**src/rtl/pu_fetch_pkg.sv**
```systemverilog
// Shared types for the PU instruction fetch stage.
// The FIFO entry layout is fixed here; pu_fetch widths must match these defaults.
package pu_fetch_pkg;

    localparam int FETCH_PC_W   = 16;
    localparam int FETCH_INST_W = 32;

    typedef logic [1:0] fetch_state_e;

    localparam fetch_state_e FS_IDLE = 2'd0;
    localparam fetch_state_e FS_RUN  = 2'd1;
    localparam fetch_state_e FS_HALT = 2'd2;

    typedef struct packed {
        logic [FETCH_INST_W-1:0] inst;
        logic [FETCH_PC_W-1:0]   pc;
    } fetch_entry_t;

endpackage

```
**src/rtl/pu_fetch_fifo.sv**
```systemverilog
// Synchronous instruction buffer of fetch entries; flush empties it in one cycle.
// Storage is not reset, only the pointers and occupancy count.
module pu_fetch_fifo
    import pu_fetch_pkg::*;
#(
    parameter int DEPTH = 4
) (
    input  logic                     clk,
    input  logic                     rst,
    input  logic                     push,
    input  logic                     pop,
    input  logic                     flush,
    input  fetch_entry_t             din,
    output fetch_entry_t             dout,
    output logic                     full,
    output logic                     empty,
    output logic [$clog2(DEPTH):0]   count
);

    localparam int AW = $clog2(DEPTH);
    localparam int CW = AW + 1;

    fetch_entry_t   mem [DEPTH];
    logic [AW-1:0]  wr_ptr;
    logic [AW-1:0]  rd_ptr;
    logic           do_push;
    logic           do_pop;

    // A push into a full buffer is only accepted when the head leaves in the same cycle.
    assign do_pop  = pop && !empty;
    assign do_push = push && (!full || do_pop);

    always_ff @(posedge clk) begin
        if (rst || flush) begin
            wr_ptr <= '0;
            rd_ptr <= '0;
            count  <= '0;
        end else begin
            if (do_push) wr_ptr <= wr_ptr + AW'(1);
            if (do_pop)  rd_ptr <= rd_ptr + AW'(1);
            count <= count + CW'(do_push) - CW'(do_pop);
        end
    end

    always_ff @(posedge clk) begin
        if (do_push && !flush) mem[wr_ptr] <= din;
    end

    assign dout  = mem[rd_ptr];
    assign full  = (count == CW'(DEPTH));
    assign empty = (count == '0);

endmodule

```
**src/rtl/pu_fetch.sv**
```systemverilog
// PU fetch stage: owns the PC, issues in-order imem requests with a reserved
// buffer slot for each one, and hands {inst, pc} to decode through a FIFO.
module pu_fetch
    import pu_fetch_pkg::*;
#(
    parameter int PC_WIDTH   = FETCH_PC_W,
    parameter int INST_WIDTH = FETCH_INST_W,
    parameter int FIFO_DEPTH = 4
) (
    input  logic                  clk,
    input  logic                  rst,
    input  logic                  start,
    input  logic [PC_WIDTH-1:0]   start_pc,
    input  logic                  halt,
    input  logic                  redirect_valid,
    input  logic [PC_WIDTH-1:0]   redirect_pc,
    output logic                  imem_req,
    output logic [PC_WIDTH-1:0]   imem_addr,
    input  logic                  imem_gnt,
    input  logic                  imem_rvalid,
    input  logic [INST_WIDTH-1:0] imem_rdata,
    output logic                  inst_valid,
    output logic [INST_WIDTH-1:0] inst,
    output logic [PC_WIDTH-1:0]   inst_pc,
    input  logic                  inst_ready,
    output logic                  busy
);

    localparam int CW = $clog2(FIFO_DEPTH) + 1;
    localparam logic [PC_WIDTH-1:0] ALIGN_MASK = ~PC_WIDTH'(3);

    fetch_state_e           state;
    logic [PC_WIDTH-1:0]    pc;
    logic [PC_WIDTH-1:0]    tail_pc;
    logic [CW-1:0]          outstanding;
    logic [CW-1:0]          discard;
    logic [CW-1:0]          fifo_count;
    logic                   fifo_full;
    logic                   fifo_empty;
    logic                   redir;
    logic                   fire;
    logic                   push;
    logic                   pop;
    fetch_entry_t           push_entry;
    fetch_entry_t           head;

    assign redir = redirect_valid && (state != FS_IDLE);

    // Counting buffered plus in-flight words guarantees every response finds a free slot.
    assign imem_req  = (state == FS_RUN) && !redir && ((outstanding + fifo_count) < CW'(FIFO_DEPTH));
    assign imem_addr = pc;
    assign fire      = imem_req && imem_gnt;

    assign push       = imem_rvalid && (discard == '0) && !redir;
    assign pop        = inst_valid && inst_ready;
    assign push_entry = '{inst: imem_rdata, pc: tail_pc};

    assign inst_valid = !fifo_empty;
    assign inst       = fifo_empty ? '0 : head.inst;
    assign inst_pc    = fifo_empty ? '0 : head.pc;
    assign busy       = (state != FS_IDLE);

    always_ff @(posedge clk) begin
        if (rst) begin
            state       <= FS_IDLE;
            pc          <= '0;
            outstanding <= '0;
            discard     <= '0;
        end else begin
            outstanding <= outstanding + CW'(fire) - CW'(imem_rvalid);
            if (redir)
                discard <= outstanding - CW'(imem_rvalid);
            else if (imem_rvalid && discard != '0)
                discard <= discard - CW'(1);
            if (fire) pc <= pc + PC_WIDTH'(4);
            case (state)
                FS_IDLE: begin
                    if (start) begin
                        state <= FS_RUN;
                        pc    <= start_pc & ALIGN_MASK;
                    end
                end
                default: begin
                    if (redir) begin
                        state <= FS_RUN;
                        pc    <= redirect_pc & ALIGN_MASK;
                    end else if (state == FS_RUN && halt) begin
                        state <= FS_HALT;
                    end else if (state == FS_HALT && outstanding == '0 && discard == '0) begin
                        state <= FS_IDLE;
                    end
                end
            endcase
        end
    end

    // PC of the next kept response: responses return in order, so it simply follows pushes.
    always_ff @(posedge clk) begin
        if (state == FS_IDLE && start)
            tail_pc <= start_pc & ALIGN_MASK;
        else if (redir)
            tail_pc <= redirect_pc & ALIGN_MASK;
        else if (push)
            tail_pc <= tail_pc + PC_WIDTH'(4);
    end

    pu_fetch_fifo #(.DEPTH(FIFO_DEPTH)) u_fifo (
        .clk   (clk),
        .rst   (rst),
        .push  (push),
        .pop   (pop),
        .flush (redir),
        .din   (push_entry),
        .dout  (head),
        .full  (fifo_full),
        .empty (fifo_empty),
        .count (fifo_count)
    );

    a_rvalid_has_request: assert property (@(posedge clk) disable iff (rst)
        imem_rvalid |-> outstanding != '0);

    a_push_has_slot: assert property (@(posedge clk) disable iff (rst)
        push |-> (!fifo_full || pop));

endmodule

```
**config.mk**
```make
export PLATFORM = sky130hd
export DESIGN_NAME = pu_fetch
export DESIGN_NICKNAME = d
export VERILOG_FILES = /design/src/rtl/pu_fetch_pkg.sv /design/src/rtl/pu_fetch_fifo.sv /design/src/rtl/pu_fetch.sv
export SDC_FILE = /design/constraint.sdc
export NUM_CORES = 1
export LEC_CHECK = 0
export CAP_MARGIN = 30
export CORE_ASPECT_RATIO = 0.8
export CORE_UTILIZATION = 65
export CTS_CLUSTER_DIAMETER = 150
export DETAILED_ROUTE_END_ITERATION = 8
export DONT_BUFFER_PORTS = 1
export PLACE_DENSITY = 0.88
export REMOVE_ABC_BUFFERS = 1
export SLEW_MARGIN = 20
export SYNTH_ARGS = -nofsm -noshare
export SYNTH_HDL_FRONTEND = slang
export SYNTH_SLANG_ARGS = --single-unit
```
**constraint.sdc**
```tcl
create_clock -name clk -period 4.7 [get_ports clk]
set_clock_uncertainty 0.05 [all_clocks]
set_input_delay 0.235 -clock clk [delete_from_list [all_inputs] [get_ports clk]]
set_output_delay 0.235 -clock clk [all_outputs]
set_load 0.02 [all_outputs]
```
==> results.md <==
* Status: finished, violations left
* Violations in the final reports: DRC
* Yosys top cell area share at 0.624
* Antenna Violating Nets Remaining at 0
* Worst path slowest cell: and2_2
* Worst skew pair latency at 490 ps
* Largest net degree at the start of global routing at 49
* Min-delay src: start_pc[2]
* Hold Path Stages at 2
* Setup_tns at 0 ps
* CTS root buf: clkbuf_16
* Drt wl/cell at 22.3 microns
* Io pins at 139
* Minimum clock period at 3070 ps
* CP top delay family: simple AND/OR/NAND/NOR gates
* Site Rows at 39
* Worst Path Arrival at 3200 ps
* Critical R2R Launch: discard[0]
* Worst r2r path cells at 7
* Chip width at 137 microns
* Seq cells post-synth at 229
* Final #Nets at 732
* Commonest cells after routing, fill and taps aside: edfxtp_1, dlygate4sd3_1, and2_1, mux4_2, dfxtp_1
* WS Path Type: flop to flop
* Full die area at 15100 sq um
* Ranking of synthesized cells by area: edfxtp_1, mux4_2, dfxtp_1, and2_1, ha_1
* RD Place Congestion at 0.807
* CORE AREA at 14300 sq um
* Chip height at 110 microns
* GRT Total Usage at 0.252
* I/O Buffers at 0
* Via count at 5265
* Vias in the first global route at 5419
* Post-Syn Area at 9520 sq um
* Maximum vdd drop at 0.418 mV
* Max Clock Freq at 0.326 GHz
* Most common cell after layout, fill and taps aside: edfxtp_1
* Syn Inst Count at 572
* Synth Area in Adders at 0.0239
* Final hold violation count at 0
* Initial core utilization at 0.666
* Period utilization at 0.653
* Area leader, netlist: edfxtp_1
* Hold EP: imem_addr[2]
* Crit end category: flop
* Slew headroom at 0.370
* Post-DP HPWL at 10.7 mm
* Yosys warns at 0
* Worst Setup Start Kind: flop
* Register area share after synthesis at 0.690
* Worst hold path class: input port to flop
* LEAKAGE at 3.59 nW
* Max-cap viol count at 0
* RSZ-0062 raised after global routing: no
* Xor/xnor cell area share of the yosys netlist at 0.0322
* Simple-gate portion of the synthesized area at 0.0801
* Worst-Margin Slew at 945 ps
* Worst EP required at 4830 ps
* Slew Limit Fails at 0
* Post-synthesis compound-gate area fraction at 0.0384
* DR pass1 iterations at 7
* Total number of H-tree levels at 1
* CP peak stage delay at 890 ps
* Power per cell area at 534 nW/um^2
* Overflow after GRT at 0
* Syn Area/Cell at 16.6 sq um
* Setup violators final at 0
* CP Max Fanout at 35
* Synth cell types at 43
* Share of layout cells above drive strength 1 at 0.137
* Clock buffer depth at 3
* DRC viols at 2
* CTS tree: yes
* RR Endpoint: u_fifo.mem[3][21]
* Starting DRT DRC Count at 331
* Worst-path clk slew at 60 ps
* TritonCTS Sinks at 229
* Slack of the worst reg-to-reg path at 1630 ps
* Post-CTS Repair Setup Buffers at 0
* Vias/cell at 6.26
* Layout Area Growth over Synthesis at 15.7%
* WHS at 36.8 ps
* Largest family of logic cells by synthesized area: multiplexers
* First-pass GRT wire length at 28.2 mm
* Initial antenna violation count at 1
* Cell Chain, Critical Path: inv_1, ha_1, nor2b_1, nand2_1, nor3_1, and2_2, buf_4
* Cts bufs inserted at 22
* CP bufs+invs at 2
* Routed wire length at 18.8 mm
* Post-synthesis mux area share at 0.111
logic make-up (layout without fill, tap and decap cells):
| family | Yosys count | after routing |
|---|---|---|
| XOR/XNOR | 35 | 35 |
| adder cells (fa/ha/maj) | 17 | 17 |
| other | 1 | 5 |
| AO/OA/AOI/OAI | 56 | 56 |
| flip-flops | 229 | 229 |
| multiplexers | 48 | 48 |
| AND/OR/NAND/NOR | 133 | 133 |
| buffers and inverters | 53 | 134 |
cell type report:
type / instances / area, sq um
Antenna cell: 1 / 2.50
Clock buffer: 32 / 588
Clock inverter: 5 / 58.8
Fill cell: 753 / 3280
Inverter: 21 / 78.8
Multi-Input combinational cell: 293 / 2740
Sequential cell: 229 / 6570
Tap cell: 184 / 230
Timing Repair Buffer: 76 / 751
how the worst max path moves through the flow:
stage                           from           endpoint  slack (ps)  cells after the start
after floorplan                 flop            inst[0]        1540                      2
after global routing      discard[0]  u_fifo.mem[1][15]        1390                      7
after global placement    discard[0]  u_fifo.mem[2][43]        1850                      7
after detailed placement  discard[0]  u_fifo.mem[3][43]        1650                      7
final                     discard[0]  u_fifo.mem[3][21]        1630                      7
after CTS                 discard[0]  u_fifo.mem[1][10]        1600                      7
Yosys cell counts:
cell type    n
mux4_2      46
conb_1       1
buf_6        1
or2_2        2
a21oi_1      4
buf_2        6
a22oi_1     14
and3_1       4
o21ai_0     16
nor4_1       1
nor3b_2      1
o21a_4       1
dfxtp_1     31
o211ai_1     1
inv_1       21
clkbuf_2     1
nand4_1     11
buf_4        5
clkbuf_1    19
nor2_1      19
a211oi_1     3
mux2i_1      2
and4_1       2
and2_1      54
or2_0        1
nand2_1     10
nor2b_1      3
a31oi_1      1
a311o_1      1
nor3_1       4
a2111oi_0    1
xor2_1      14
fa_1         2
xnor2_1     21
nand3_1     10
ha_1        15
nand2b_1     2
or3_1        4
a311oi_1     1
edfxtp_1   198
nor3b_1      2
nor4b_1      3
o22ai_1     13
state kept, by name, summed over array words and instances (netlist names), named ones only:
signal and flops:
u_fifo.wr_ptr 2, tail_pc 14, discard 3, state 2, u_fifo.rd_ptr 2, outstanding 3
u_fifo.mem 184, imem_addr 14, u_fifo.count 3
through the flow:
stage | power, mW | std cells | setup WS (ps) | util | area (sq um)
floorplan | 3.88 | 543 | 1540 | - | 9380
global placement | 4.14 | 735 | 1850 | 0.677 | 9680
detailed placement | 4.23 | 735 | 1650 | 0.677 | 9680
CTS | 5.90 | 839 | 1600 | 0.769 | 11000
global route | 6.16 | 841 | 1390 | 0.771 | 11000
finish | 5.88 | 841 | 1630 | 0.771 | 11000
per-layer routing:
metal	up-vias	routed length [microns]	track usage
met5	-	0	0
met4	0	377	0.0644
li1	2335	-	-
met2	275	9550	0.451
met1	2624	7210	0.310
met3	31	1640	0.0594
power by group:
part | total, mW | switching [mW] | leakage [nW] | internal (mW)
clock network | 1.62 | 0.696 | 0.311 | 0.921
logic | 1.54 | 0.945 | 1.21 | 0.595
registers | 2.73 | 0.222 | 2.07 | 2.51
total | 5.88 | 1.86 | 3.59 | 4.02
what timing repair did:
item	in CTS	in global routing
gates resized for setup	0	0
hold endpoints to repair	173	0
hold buffers	67	0
Note: power is estimated with default switching activity, not from simulation.
